<file path="src/rtl/scorehand_pkg.sv">
// Shared constants, rank type and mod-10 reduction for the Baccarat hand scorer.
// Optional natural-hand flag is enabled with SCOREHAND_NATURAL_EN (see scorehand_unit).
package scorehand_pkg;

  localparam int unsigned CARD_W    = 4;
  localparam int unsigned SCORE_MOD = 10;
  localparam int unsigned SUM_W     = 5;

  typedef logic [CARD_W-1:0] rank_t;

  localparam rank_t RANK_NONE  = 4'd0;
  localparam rank_t RANK_ACE   = 4'd1;
  localparam rank_t RANK_TEN   = 4'd10;
  localparam rank_t RANK_JACK  = 4'd11;
  localparam rank_t RANK_QUEEN = 4'd12;
  localparam rank_t RANK_KING  = 4'd13;

  // Raw sums reach 27, so both the 20 and the 10 reduction steps are needed.
  function automatic logic [CARD_W-1:0] mod_score(input logic [SUM_W-1:0] sum);
    logic [SUM_W-1:0] red;
    if (sum >= SUM_W'(2 * SCORE_MOD)) begin
      red = sum - SUM_W'(2 * SCORE_MOD);
    end else if (sum >= SUM_W'(SCORE_MOD)) begin
      red = sum - SUM_W'(SCORE_MOD);
    end else begin
      red = sum;
    end
    return CARD_W'(red);
  endfunction

endpackage

</file>
<file path="src/rtl/scorehand_card_value.sv">
// Maps one card rank to its Baccarat point value (0-9); tens, faces, empty and illegal ranks score 0.
module card_value
  import scorehand_pkg::*;
(
  input  rank_t              rank_i,
  output logic [CARD_W-1:0]  value_c
);

  always_comb begin
    value_c = '0;
    if ((rank_i >= RANK_ACE) && (rank_i < RANK_TEN)) begin
      value_c = rank_i;
    end
  end

endmodule

</file>
<file path="src/rtl/scorehand_unit.sv">
// Baccarat hand scorer: combinational mod-10 score plus a registered copy for the display path.
// Define SCOREHAND_NATURAL_EN to add the registered natural_q (two-card 8/9) flag.
module scorehand_unit
  import scorehand_pkg::*;
(
  input  logic              clk,
  input  logic              rst,
  input  logic [CARD_W-1:0] card1,
  input  logic [CARD_W-1:0] card2,
  input  logic [CARD_W-1:0] card3,
  output logic [CARD_W-1:0] total,
`ifdef SCOREHAND_NATURAL_EN
  output logic              natural_q,
`endif
  output logic [CARD_W-1:0] total_q
);

  logic [CARD_W-1:0] value1_c;
  logic [CARD_W-1:0] value2_c;
  logic [CARD_W-1:0] value3_c;
  logic [SUM_W-1:0]  sum_c;
  logic [CARD_W-1:0] total_d;

  card_value u_value1 (.rank_i(card1), .value_c(value1_c));
  card_value u_value2 (.rank_i(card2), .value_c(value2_c));
  card_value u_value3 (.rank_i(card3), .value_c(value3_c));

  always_comb begin
    sum_c   = SUM_W'(value1_c) + SUM_W'(value2_c) + SUM_W'(value3_c);
    total   = mod_score(sum_c);
    total_d = total;
  end

  always_ff @(posedge clk or posedge rst) begin
    if (rst) begin
      total_q <= '0;
    end else begin
      total_q <= total_d;
    end
  end

`ifdef SCOREHAND_NATURAL_EN
  logic [SUM_W-1:0]  pair_sum_c;
  logic [CARD_W-1:0] pair_score_c;
  logic              natural_d;

  // A natural is judged on the first two cards only; a zero-value third card does not suppress it.
  always_comb begin
    pair_sum_c   = SUM_W'(value1_c) + SUM_W'(value2_c);
    pair_score_c = mod_score(pair_sum_c);
    natural_d    = (value3_c == '0) && (pair_score_c >= CARD_W'(8));
  end

  always_ff @(posedge clk or posedge rst) begin
    if (rst) begin
      natural_q <= 1'b0;
    end else begin
      natural_q <= natural_d;
    end
  end
`endif

endmodule

</file>
<file path="config.mk">
export PLATFORM = sky130hd
export DESIGN_NAME = scorehand_unit
export DESIGN_NICKNAME = d
export VERILOG_FILES = /design/src/rtl/scorehand_pkg.sv /design/src/rtl/scorehand_card_value.sv /design/src/rtl/scorehand_unit.sv
export SDC_FILE = /design/constraint.sdc
export NUM_CORES = 1
export LEC_CHECK = 0
export CAP_MARGIN = 20
export CORE_MARGIN = 4
export CORE_UTILIZATION = 47
export DETAILED_ROUTE_END_ITERATION = 8
export HOLD_SLACK_MARGIN = 0.03
export PLACE_DENSITY = 0.83
export SYNTH_ARGS = -nofsm -noshare
export SYNTH_HDL_FRONTEND = slang
export SYNTH_HIERARCHICAL = 1
export SYNTH_SLANG_ARGS = --single-unit
</file>
<file path="constraint.sdc">
create_clock -name clk -period 8 [get_ports clk]
set_clock_uncertainty 0.05 [all_clocks]
set_input_delay 0.8 -clock clk [delete_from_list [all_inputs] [get_ports clk]]
set_output_delay 0.8 -clock clk [all_outputs]
set_load 0.02 [all_outputs]
</file>
==> reports/metrics.csv <==
stage,metric,value,unit
finish,largest_reg_flops,4,
synthesis,synthCells,72,
sta,setup_viol,0,
worst_setup_path,crit_path_start_kind,input pin,
worst_setup_path,path_buf_inv,5,
clock_tree,cts_buffers,3,
place,place.gp.congestion,0.772,
power,intPower,101,uW
floorplanning,core_area,1170,um2
floorplanning,start_util,53.1,%
worst_setup_path,cpMaxStageDelayCell,clkdlybuf4s50_1,
synthesis,syn_area_per_cell,8.64,um2
finish,final.fill_count,93,
finish,max_flop_register,total_q,
power,power.total,173,uW
clock_tree,hold_buffers,0,
global_route,grt_pass1_wl,1.85,mm
finish,layout-drive-gt1-share,12.5,%
power,pwr-share-seq,17.0,%
finish,fin_cells,110,
sta,hold_violations,0,
place,io_buffer_count,21,
synthesis,synth_fp_nets,97,
drt,wl,1.18,mm
power,p_sw,71.2,uW
global_route,grt_max_degree,7,
synthesis,seq_area_frac_synth,16.1,%
floorplanning,fp-row-count,12,
worst_setup_path,arrival,4.70,ns
clock_tree,cts_tree,yes,
floorplanning,die_x,44.4,um
clock_tree,cts_buffer_depth,2,
clock_tree,post-cts-setup-buffers,0,
finish,final_common_cell,clkdlybuf4s50_1,
worst_setup_path,critical-path-max-stage-delay,0.63,ns
sta,maxSlewHeadroom,78.5,%
synthesis,ys_types,25,
sta,tightest_slew,0.319,ns
sta,min_period,5.55,ns
drt,drt_pre_antenna_iters,2,
drt,drcViolationCount,0,
floorplanning,die_y,44.4,um
worst_setup_path,critPathKind,input pin to output pin,
finish,final_nets,123,
min_path,worstHoldPathType,input pin to async pin,
clock_tree,clk_pin_slew,0.04,ns
worst_setup_path,cp-end-kind,output pin,
drt,vias,530,
global_route,grt.total_usage,12.8,%
drt,drtAntennaViolNets,0,
worst_setup_path,path_delay_family,adder cells,
sta,slew_viol_final,0,
sta,rsz0062_at_grt,false,
worst_setup_path,critical_path.cell_chain,clkdlybuf4s50_1 -> and2b_2 -> inv_1 -> fa_1 -> inv_1 -> ha_1 -> fa_1 -> inv_1 -> ha_1 -> a21boi_0 -> or3_1 -> a211o_1 -> o211ai_2 -> clkdlybuf4s50_1,
power,peakVddDrop,0.108,mV
status,status,finished clean,
worst_setup_path,required,7.15,ns
floorplanning,num_io_pins,22,
synthesis,ys_ff_latch,4,
power,comb_power_share,68.5,%
power,cellPowerDensity,198,nW/um2
sta,max_freq,180,MHz
clock_tree,cts_resized,0,
finish,reg_top3,total_q: 4 flops,
sta,fin_crit_sh,69.3,%
finish,final_cell_mix,"clkdlybuf4s50_1 (21), inv_1 (18), ha_1 (6), and2b_2 (6), fa_1 (5)",
place,dpl.cell_count,107,
drt,post_drt_wl_per_cell,10.8,um
clock_tree,htreeDepth,1,
global_route,grt_pass1_vias,485,
synthesis,yosys_warnings,6,
drt,drtIter0Drc,5,
power,clock_power_share,14.4,%
drt,via_per_inst,4.82,
place,post-dp-hpwl,1.10,mm
worst_setup_path,path_common_cell,inv_1,
global_route,grt_remaining_overflow,0,
global_route,antenna_found_initial,0,
floorplanning,die_area,1970,um2
finish,fin_util,74.5,%
synthesis,netlist_area,622,um2
clock_tree,cts_sinks,4,
clock_tree,cts_root_buf,clkbuf_4,
finish,synthToLayoutAreaGrowth,40.2,%
power,sw_frac_of_total,41.2,%
worst_setup_path,critPathMaxFanout,5,
job,max-cap-violations,0,
power,p_leak,0.436,nW
sta,tns,0,ns
finish,n_antenna_cell,0,
power by group through the flow:
stage | logic (mW) | registers, mW | clock network [mW]
after CTS | 0.119 | 0.0297 | 0.0254
after global routing | 0.129 | 0.0304 | 0.0267
after detailed placement | 0.119 | 0.0300 | 0
final | 0.118 | 0.0294 | 0.0249
after global placement | 0.117 | 0.0295 | 0
after floorplan | 0.0618 | 0.0396 | 0
final timing paths:
path                       slack, ns  cells after the start      from    endpoint
max in group asynchronous       7.04                      2       rst  total_q[3]
min in group clk                1.45                      5  card3[0]  total_q[0]
min                             0.71                      2       rst  total_q[0]
max                             2.45                     14  card1[3]    total[1]
kinds of logic after synthesis:
| group | Yosys count | share of synthesized area (%) |
|---|---|---|
| and+or+nand+nor | 21 | 22.5 |
| buffers and inverters | 19 | 11.5 |
| AOI/OAI and AO/OA | 12 | 12.7 |
| adders and majority gates | 11 | 28.2 |
| muxes | 4 | 6.44 |
| DFF | 4 | 16.1 |
| xor gates and xnor gates | 1 | 2.62 |
per-layer routing:
layer  part of all wire [%]  GRT usage (%)  vias to the layer above
li1                       -              -                      280
met1                     46           15.2                      235
met2                     48           22.1                       13
met3                    6.4           1.63                        2
met4                   0.42           7.23                        0
met5                      0              0                        -
per-stage QoR:
step                area (um2)  setup WS [ns]  hold slack, ns
finish                     872           2.45           0.710
global route               872           2.30           0.730
CTS                        872           2.46           0.715
detailed placement         850           2.47           0.961
global placement           850           2.51           0.942
floorplan                  622           3.59           0.516
cell usage after synthesis:
library cell	count	area share, %
a211o_1	1	1.4
a21boi_0	1	1.2
a21oi_1	2	1.6
and2_1	3	3.0
and2b_2	6	8.5
and3_1	1	1.0
and3b_1	1	1.4
dfrtp_1	4	16
fa_1	5	16
ha_1	6	12
inv_1	18	11
inv_2	1	0.60
mux2i_1	4	6.4
nand2_1	1	0.60
nand3_1	1	0.80
nor2_1	3	1.8
nor3_1	1	0.80
nor3b_1	3	3.6
o211ai_1	1	1.2
o211ai_2	1	2.0
o21ai_0	2	1.6
o21ai_1	3	2.4
o31ai_1	1	1.2
or3_1	1	1.0
xor2_2	1	2.6
area by class of cell:
| class | count | area [um2] | area share, % |
|---|---|---|---|
| Sequential cell | 4 | 100 | 11.5 |
| Tap cell | 14 | 17.5 | 2.01 |
| Multi-Input combinational cell | 49 | 450 | 51.6 |
| Clock buffer | 3 | 22.5 | 2.58 |
| Inverter | 19 | 71.3 | 8.18 |
| Timing Repair Buffer | 21 | 210 | 24.1 |
(Power assumes the default switching activity.)
==> RTL change (same flow settings) <==
Add an input register stage for `card1`, `card2` and `card3`, with the module's reset; this delays them by one clock.
--- a/src/rtl/scorehand_unit.sv
+++ b/src/rtl/scorehand_unit.sv
@@ -15,15 +15,31 @@
   output logic [CARD_W-1:0] total_q
 );
 
+  logic [CARD_W-1:0] card1_q;
+  logic [CARD_W-1:0] card2_q;
+  logic [CARD_W-1:0] card3_q;
+
+  always_ff @(posedge clk or posedge rst) begin
+    if (rst) begin
+      card1_q <= '0;
+      card2_q <= '0;
+      card3_q <= '0;
+    end else begin
+      card1_q <= card1;
+      card2_q <= card2;
+      card3_q <= card3;
+    end
+  end
+
   logic [CARD_W-1:0] value1_c;
   logic [CARD_W-1:0] value2_c;
   logic [CARD_W-1:0] value3_c;
   logic [SUM_W-1:0]  sum_c;
   logic [CARD_W-1:0] total_d;
 
-  card_value u_value1 (.rank_i(card1), .value_c(value1_c));
-  card_value u_value2 (.rank_i(card2), .value_c(value2_c));
-  card_value u_value3 (.rank_i(card3), .value_c(value3_c));
+  card_value u_value1 (.rank_i(card1_q), .value_c(value1_c));
+  card_value u_value2 (.rank_i(card2_q), .value_c(value2_c));
+  card_value u_value3 (.rank_i(card3_q), .value_c(value3_c));
 
   always_comb begin
     sum_c   = SUM_W'(value1_c) + SUM_W'(value2_c) + SUM_W'(value3_c);
Check against the original RTL: not equivalent (a bounded check fails within 4 cycles, from zero or initial values and one cycle with rst high).
==> RTL change against the unedited design <==
Sequential share of layout area up 22 points. Sequential cell count up 12. Wire length up 32%. Sequential power rose to 3.2 times the old value. Synthesized area up 48%. Final area up 38%. Setup slack better by 0.57 ns. Power up 54%. Count of clock-buffer cells in the layout up 1. Largest cell class unchanged.
==> RTL change: results (changes against the unedited design) <==
status=finished, final reports clean; clk root buf=clkbuf_4; sequential area share after synthesis=0.434 (+0.273); number of global-route vias before repair=695 (+43%); async set-reset flop share out of synthesis=1.00 (unchanged); top cells by area, synth=dfrtp_1, fa_1, ha_1; CP Max Fanout=5 (unchanged); post-route cell area=0.00120 mm^2 (+38%); top cells by count, synth=inv_1, dfrtp_1, and2b_2, ha_1, fa_1; Slew @ Worst Pin=0.592 ns (+0.273 ns); GPL Wtd Cong=0.786 (+1.8%); final WL=1.56 mm (+32%); Net count, final=135 (+9.8%); clk slew on worst S/H paths=0.09 ns (+0.05 ns); global-route wire length before repair=2.75 mm (+49%); fill count=122 (+31%); Vias=643 (+21%); Synthesized Nets=109 (+12%); VDD IR max=0.000143 V (+33%); layout cells sized above 1=0.119 (-0.00573); Final Hold Slack=0.819 ns (+0.109 ns); Iter 0 DRT Violations=4 (-1); worst skew pair latency=0.29 ns; hpwl dp=1.30 mm (+18%); largest net degree at the start of global routing=17 (+10); P_leak=0.583 nW (+34%); CP Data Arrival Time=4.13 ns (-0.57 ns); Pre-Repair DR Iteration Count=4 (+2); all-layer global routing usage=0.142 (+0.0137); CP Launch Point=card1_q[3]
==> RTL change: changes by cell type after synthesis, sizes merged <==
cell	change
dfrtp	+12
==> RTL change: critical path, cell delays in order (launching register included) <==
cell             delay, ns
dfrtp_1               0.40
and2b_2               0.20
inv_1                 0.05
fa_1                  0.52
inv_1                 0.04
ha_1                  0.22
fa_1                  0.59
inv_1                 0.10
ha_1                  0.23
a21boi_0              0.16
or3_1                 0.32
a211o_1               0.31
o211ai_2              0.07
clkdlybuf4s50_1       0.63
==> RTL change: logic make-up after synthesis <==
group | Yosys count | synth area share
and+or+nand+nor | 21 | 0.152
AOI/OAI and AO/OA | 12 | 0.0855
xor gates and xnor gates | 1 | 0.0176
adders and majority gates | 11 | 0.190
DFF | 16 | 0.434
buffers and inverters | 19 | 0.0773
muxes | 4 | 0.0434
==> RTL change: metrics by stage <==
step | cells | worst slack (ns)
floorplan | 84 | 4.01
global placement | 130 | 3.41
detailed placement | 130 | 3.32
CTS | 134 | 2.99
global route | 134 | 2.82
finish | 134 | 3.02
==> RTL change: layout make-up <==
cell class                      count  share of cell area
Sequential cell                    16               0.334
Multi-Input combinational cell     49               0.375
Timing Repair Buffer               21               0.175
Inverter                           19              0.0594
Tap cell                           25              0.0261
Clock buffer                        4              0.0302
==> RTL change: where the power goes <==
| group | internal (mW) | total (mW) | leakage (nW) | switching (mW) |
|---|---|---|---|---|
| Sequential | 0.0911 | 0.0946 | 0.189 | 0.00349 |
| Combinational | 0.0573 | 0.119 | 0.373 | 0.0615 |
| Clock | 0.0277 | 0.0529 | 0.0210 | 0.0252 |
==> RTL change: layer usage <==
metal,up-vias,share of wire,track usage
met5,-,0,0
met4,0,0.022,0.0766
met3,4,0.051,0.0342
met2,18,0.55,0.273
met1,302,0.38,0.135
li1,319,-,-
